--- config.mk ---
export PLATFORM = sky130hd
export DESIGN_NAME = caravel_frequency_counter
export DESIGN_NICKNAME = d
export VERILOG_FILES = /design/src/rtl/caravel_frequency_counter.sv
export SDC_FILE = /design/constraint.sdc
export NUM_CORES = 1
export LEC_CHECK = 0
export CORE_MARGIN = 2
export CORE_UTILIZATION = 35
export DETAILED_ROUTE_END_ITERATION = 8
export PLACE_DENSITY = 0.53
export SYNTH_ARGS = -nofsm -noshare
export SYNTH_HDL_FRONTEND = slang
export SYNTH_SLANG_ARGS = --single-unit
--- constraint.sdc ---
create_clock -name clock -period 4 [get_ports clock]
set_input_delay 0.8 -clock clock [delete_from_list [all_inputs] [get_ports clock]]
set_output_delay 0.8 -clock clock [all_outputs]
set_load 0.01 [all_outputs]
--- src/rtl/caravel_frequency_counter.sv ---
// caravel_frequency_counter: counts rising edges of mprj_io[8] over a fixed
// window of clock cycles and shows the result (0..99) on a two-digit,
// time-multiplexed seven-segment display driven from mprj_io[16:9].
// Optional feature, enabled by defining FREQ_COUNTER_FLASH_CFG_EN: after reset
// the window length is read from SPI flash (read command 0x03, address 0,
// four bytes big-endian) before counting starts.
module caravel_frequency_counter #(
    parameter int unsigned DEFAULT_PERIOD = 1000
) (
    input  logic        vddio,
    input  logic        vssio,
    input  logic        vdda,
    input  logic        vssa,
    input  logic        vccd,
    input  logic        vssd,
    input  logic        vdda1,
    input  logic        vdda2,
    input  logic        vssa1,
    input  logic        vssa2,
    input  logic        vccd1,
    input  logic        vccd2,
    input  logic        vssd1,
    input  logic        vssd2,
    input  logic        clock,
    input  logic        resetb,
    inout  wire  [37:0] mprj_io,
    inout  wire         gpio,
    output logic        flash_csb,
    output logic        flash_clk,
    output logic        flash_io0,
    input  logic        flash_io1
);

    localparam logic [31:0] DEF_PERIOD = DEFAULT_PERIOD;

    // Clamp the raw window count to the two-digit display range.
    function automatic logic [6:0] sat99(input logic [31:0] v);
        return (v > 32'd99) ? 7'd99 : v[6:0];
    endfunction

    // Active-high segments, bit0 = a .. bit6 = g.
    function automatic logic [6:0] seg_encode(input logic [6:0] v);
        case (v)
            7'd0:    return 7'h3F;
            7'd1:    return 7'h06;
            7'd2:    return 7'h5B;
            7'd3:    return 7'h4F;
            7'd4:    return 7'h66;
            7'd5:    return 7'h6D;
            7'd6:    return 7'h7D;
            7'd7:    return 7'h07;
            7'd8:    return 7'h7F;
            7'd9:    return 7'h6F;
            default: return 7'h00;
        endcase
    endfunction

    logic        sync1_q, sync1_d;
    logic        sync2_q, sync2_d;
    logic        sync_prev_q, sync_prev_d;
    logic [31:0] win_q, win_d;
    logic [31:0] edge_cnt_q, edge_cnt_d;
    logic [6:0]  latch_q, latch_d;
    logic [6:0]  display_q, display_d;
    logic        digit_q, digit_d;
    logic [31:0] edge_sum;
    logic        rise;
    logic        count_en;
    logic [31:0] period_w;
    logic [6:0]  seg_w;

    // Pad mapping: only the display pins are driven, everything else floats.
    assign mprj_io[37:17] = {21{1'bz}};
    assign mprj_io[16]    = digit_q;
    assign mprj_io[15:9]  = seg_w;
    assign mprj_io[8]     = 1'bz;
    assign mprj_io[7:0]   = {8{1'bz}};
    assign gpio           = 1'bz;

    logic unused_pins;
    assign unused_pins = &{vddio, vssio, vdda, vssa, vccd, vssd, vdda1, vdda2,
                           vssa1, vssa2, vccd1, vccd2, vssd1, vssd2, gpio,
                           mprj_io[37:9], mprj_io[7:0]};

    assign rise = sync2_q & ~sync_prev_q;

`ifdef FREQ_COUNTER_FLASH_CFG_EN
    typedef enum logic [1:0] {
        S_IDLE = 2'd0,
        S_XFER = 2'd1,
        S_RUN  = 2'd2
    } state_t;

    state_t      state_q, state_d;
    logic        fclk_q, fclk_d;
    logic [6:0]  bit_cnt_q, bit_cnt_d;
    logic [31:0] cmd_sr_q, cmd_sr_d;
    logic [31:0] rx_q, rx_d;
    logic [31:0] period_q, period_d;

    // Erased or nonsensical flash contents fall back to the built-in period.
    function automatic logic [31:0] pick_period(input logic [31:0] v);
        if (v == 32'd0 || v == 32'd1 || v == 32'hFFFF_FFFF)
            return DEF_PERIOD;
        return v;
    endfunction

    // Loader state register.
    always_ff @(posedge clock or negedge resetb) begin
        if (!resetb) state_q <= S_IDLE;
        else         state_q <= state_d;
    end

    // Loader next state: one idle cycle, 64 SPI bits, then run forever.
    always_comb begin
        state_d = state_q;
        case (state_q)
            S_IDLE:  state_d = S_XFER;
            S_XFER:  if (fclk_q && bit_cnt_q == 7'd64) state_d = S_RUN;
            S_RUN:   state_d = S_RUN;
            default: state_d = S_IDLE;
        endcase
    end

    // Loader outputs: chip select low only while the transfer is in flight.
    always_comb begin
        flash_csb = (state_q != S_XFER);
        flash_clk = fclk_q;
        flash_io0 = (state_q == S_XFER) ? cmd_sr_q[31] : 1'b0;
    end

    // SPI shifter: SCK rises on odd cycles (MISO sampled), falls on even (MOSI shifts).
    always_comb begin
        fclk_d    = fclk_q;
        bit_cnt_d = bit_cnt_q;
        cmd_sr_d  = cmd_sr_q;
        rx_d      = rx_q;
        period_d  = period_q;
        if (state_q == S_XFER) begin
            if (!fclk_q) begin
                fclk_d    = 1'b1;
                bit_cnt_d = bit_cnt_q + 7'd1;
                if (bit_cnt_q >= 7'd32) rx_d = {rx_q[30:0], flash_io1};
            end else begin
                fclk_d   = 1'b0;
                cmd_sr_d = {cmd_sr_q[30:0], 1'b0};
                if (bit_cnt_q == 7'd64) period_d = pick_period(rx_q);
            end
        end
    end

    // SPI shifter registers; the command word is 0x03 followed by address 0.
    always_ff @(posedge clock or negedge resetb) begin
        if (!resetb) begin
            fclk_q    <= 1'b0;
            bit_cnt_q <= 7'd0;
            cmd_sr_q  <= 32'h0300_0000;
            rx_q      <= 32'd0;
            period_q  <= DEF_PERIOD;
        end else begin
            fclk_q    <= fclk_d;
            bit_cnt_q <= bit_cnt_d;
            cmd_sr_q  <= cmd_sr_d;
            rx_q      <= rx_d;
            period_q  <= period_d;
        end
    end

    assign count_en = (state_q == S_RUN);
    assign period_w = period_q;
`else
    assign count_en  = 1'b1;
    assign period_w  = DEF_PERIOD;
    assign flash_csb = 1'b1;
    assign flash_clk = 1'b0;
    assign flash_io0 = 1'b0;

    logic unused_flash;
    assign unused_flash = flash_io1;
`endif

    // Synchronizer, window/edge counters, latch and display next values.
    always_comb begin
        sync1_d     = mprj_io[8];
        sync2_d     = sync1_q;
        sync_prev_d = sync2_q;
        win_d       = win_q;
        edge_cnt_d  = edge_cnt_q;
        latch_d     = latch_q;
        edge_sum    = edge_cnt_q + {31'd0, rise};
        display_d   = latch_q;
        digit_d     = ~digit_q;
        if (count_en) begin
            if (win_q == period_w - 32'd1) begin
                win_d      = 32'd0;
                edge_cnt_d = 32'd0;
                latch_d    = sat99(edge_sum);
            end else begin
                win_d      = win_q + 32'd1;
                edge_cnt_d = edge_sum;
            end
        end
    end

    // Measurement and display registers; reset discards any partial window.
    always_ff @(posedge clock or negedge resetb) begin
        if (!resetb) begin
            sync1_q     <= 1'b0;
            sync2_q     <= 1'b0;
            sync_prev_q <= 1'b0;
            win_q       <= 32'd0;
            edge_cnt_q  <= 32'd0;
            latch_q     <= 7'd0;
            display_q   <= 7'd0;
            digit_q     <= 1'b0;
        end else begin
            sync1_q     <= sync1_d;
            sync2_q     <= sync2_d;
            sync_prev_q <= sync_prev_d;
            win_q       <= win_d;
            edge_cnt_q  <= edge_cnt_d;
            latch_q     <= latch_d;
            display_q   <= display_d;
            digit_q     <= digit_d;
        end
    end

    // Segment mux: digit high shows tens, digit low shows units.
    always_comb begin
        if (digit_q) seg_w = seg_encode(display_q / 7'd10);
        else         seg_w = seg_encode(display_q % 7'd10);
    end

endmodule

==> results.md <==
* Run status: complete, no violations
* IO buf count at 1
* FP Rows at 43
* Area of the core at 13990 um^2
* Fin Clk Skew at 6.224 ps
* Worst slew margin at 31.51%
* Skew-Pair Late Insertion Delay at 340 ps
* CTS Buf Count at 9
* Die area at 15460 um^2
* Worst path max stage delay at 460 ps
* Hold-fix buffers, CTS at 0
* Grt met3 use at 3.436%
* CP endpoint kind: output port
* Fillers at 1385
* Die width at ~120 um
* VDD IR-drop max at about 290 uV
* Unrepaired setup endpoints after global routing: true
* Critical Path RT at 3200 ps
* Root Driver: clkbuf_16
* Crit path DAT at 3200 ps
* Clk buf depth at 2
* Setup ws final at 2.507 ps
* P_leak at 2.515 nW
* Count of antenna-violating nets left after detailed routing at 0
* Place WS at -1.348 ps
* Met1 GRT Util at between 10% and 20%
* Power, Total at 1.851 mW
* Mapped Avg Cell Area at 8.906 um^2
* Delay-heaviest family, CP: simple AND/OR/NAND/NOR gates
* GRT Overall Usage at 13.88%
* Startpoint Class: register
* Post-synth ARST share at 100.0%
* N_diodes at 0
* Number of global-route vias before repair at 3822
* First-pass GRT wire length at 17890 um
* Max-slew violations at 0
* Synth Flop Type: dfrtp_1
* Fraction of final layout cells sized beyond drive strength 1 at 18.39%
* Synthesis-to-layout area growth at 16.77%
* Most frequent cells in the layout: dfrtp_1, nor2_1, xnor2_1
* TritonCTS clock tree: yes
* GR Layer Usage met2 at 23.40%
* Post-Route WL at between 10000 and 15000 um
* Starting density of the core at 36.23%
* Layout Nets at 626
* Vias per cell at between 5 and 6
* Critical path's slowest cell: dfrtp_2
* Crit path buffers/inverters at 2
* Max-cap violations at 0
* Post-Syn Instances at 569
* Fmax at about 0.25 GHz
* Commonest non-fill, non-tap cell in the layout: dfrtp_1
* DP HPWL at 7174 um
* Clk slew on worst S/H paths at 60 ps
* Flops & latches, synth at slightly above 80
* Count of final setup violators at 0
* Pwr per Cell Area at around 310 nW/um^2
* Initial antenna violation count at 0
* Number of flops mapped to enable cells by yosys at 0
* Initial DRC count at 177
* GRT Residual Overflow at 0
* First-pass detailed-route iteration total at 4
* Clock Sinks at a little over 80
* Worst setup path category: register to output port
* Period utilization at 99.94%
* Post-synthesis sequential area ratio at between 40% and 50%
* Slew @ Worst Pin at a little over 1000 ps
* Die extent in y at 124.3 um
* Final GP Congestion at about 0.85
* Via Count at just under 4000
* Remaining routing DRC violations at 0
* Hold Path Class: register to register
* Largest net degree at the start of global routing at 83
* Cell area after synthesis at 5067 um^2
* Fin. Hold Viols at 0
* Critical-path cell list: nor2b_4 > xnor2_2 > nor3_2 > nor2_4 > ha_4 > o22ai_2 > o21ai_1 > o211ai_1 > buf_4 > mux2i_2 > ha_2 > or3_4 > o311ai_4 > a21oi_2 > o21ai_1 > buf_4
* Tmin final at roughly 4000 ps
* H-tree depth at 3
* WL/cell at 13.30 um
* Max FO, Critical Path at 6
* Synth cell types at 58
* Top Usage Layer GRT: met2
* Synthesis Warnings at 0
* I/O pin count at about 60
-- power by group --
| part | internal [mW] | leakage, nW | switching, mW |
|---|---|---|---|
| clock | 0.501 | 0.149 | 0.337 |
| sequential | 0.858 | 1.11 | 0.0372 |
| combinational | 0.0429 | 1.26 | 0.0748 |
-- cell usage after synthesis, types with 16 or more instances --
cell	count	area share [%]
nand3_1	27	2.7
nor3_1	19	1.9
a21oi_1	22	2.2
buf_4	34	5.0
nand2_1	37	2.7
o21ai_0	25	2.5
xnor2_1	44	7.6
nor2_1	65	4.8
ha_1	16	4.0
dfrtp_1	82	40
xor2_1	19	3.3
clkbuf_1	17	1.3
-- worst reg2reg max path: stages, from the launching register on --
cell and delay, ps:
dfrtp_1 360, nor2b_1 170, ha_1 260, ha_1 220
nand4_2 120, or4_1 650, nor3_1 350, xnor2_1 220
o211ai_1 160, or4_1 520, or3_4 390, o22a_1 190
-- routing by layer --
| layer | wire (um) | vias to the layer above |
|---|---|---|
| li1 | - | 1967 |
| met1 | 4772 | 1901 |
| met2 | 5044 | 59 |
| met3 | 300 | 17 |
| met4 | 233 | 0 |
| met5 | 0 | - |
-- sequential cells by signal, summed over array words and instances, names as in the netlist --
name,flops
edge_cnt_q,32
win_q,32
display_d,7
display_q,7
mprj_io,1
sync1_q,1
sync2_q,1
sync_prev_q,1
-- cell type report --
cell class	count	area, um^2	area share (%)
inverter	15	58.81	0.9939
sequential	82	2056	34.74
multi-input combinational	449	2999	50.69
timing repair buffer	36	274.0	4.631
clock inverter	6	65.06	1.100
clock buffer	10	239.0	4.039
tap	180	225.2	3.806
-- logic make-up after synthesis --
| logic type | after synthesis | synth area share [%] |
|---|---|---|
| fa+ha+maj | 16 | 3.951 |
| flops | 82 | 40.49 |
| simple gates | 238 | 24.15 |
| mux | 5 | 1.012 |
| other cells | 2 | 0.1482 |
| buf+inv | 71 | 7.852 |
| xor+xnor | 63 | 10.89 |
| compound gates | 92 | 11.51 |
-- final timing paths --
kind | startpoint | endpoint | slack [ps] | cells past startpoint
min in group asynchronous | resetb | edge_cnt_q[20] | 630 | 1
setup / recovery | display_q[5] | mprj_io[14] | 3 | 16
hold / removal | sync1_q | sync2_q | 350 | 0
hold reg to reg | sync1_q | sync2_q | 350 | 0
setup reg to reg | sync_prev_q | display_d[0] | 280 | 11
max in group asynchronous | resetb | display_q[5] | 2630 | 1
-- through the flow --
stage / setup TNS (ps) / hold WS (ps) / instances / area [um^2] / utilization [%]
floorplan: 0 / 331.2 / 602 / 5233 / -
global placement: 0 / 334.4 / 751 / 5300 / 37.89
detailed placement: -1.348 / 341.3 / 751 / 5300 / 37.89
CTS: 0 / 353.7 / 774 / 5763 / 41.20
global route: -1269 / 368.5 / 778 / 5917 / 42.30
finish: 0 / 351.9 / 778 / 5917 / 42.30
-- what timing repair did --
item / 4_1_cts / 5_1_grt
pin swaps: 14 / 14
endpoints found under the hold margin: 0 / 0
buffers inserted: 7 / 4
gates resized for setup: 25 / 35
setup endpoints to repair: 7 / 7
No activity file was read; power rests on OpenSTA's default activity.
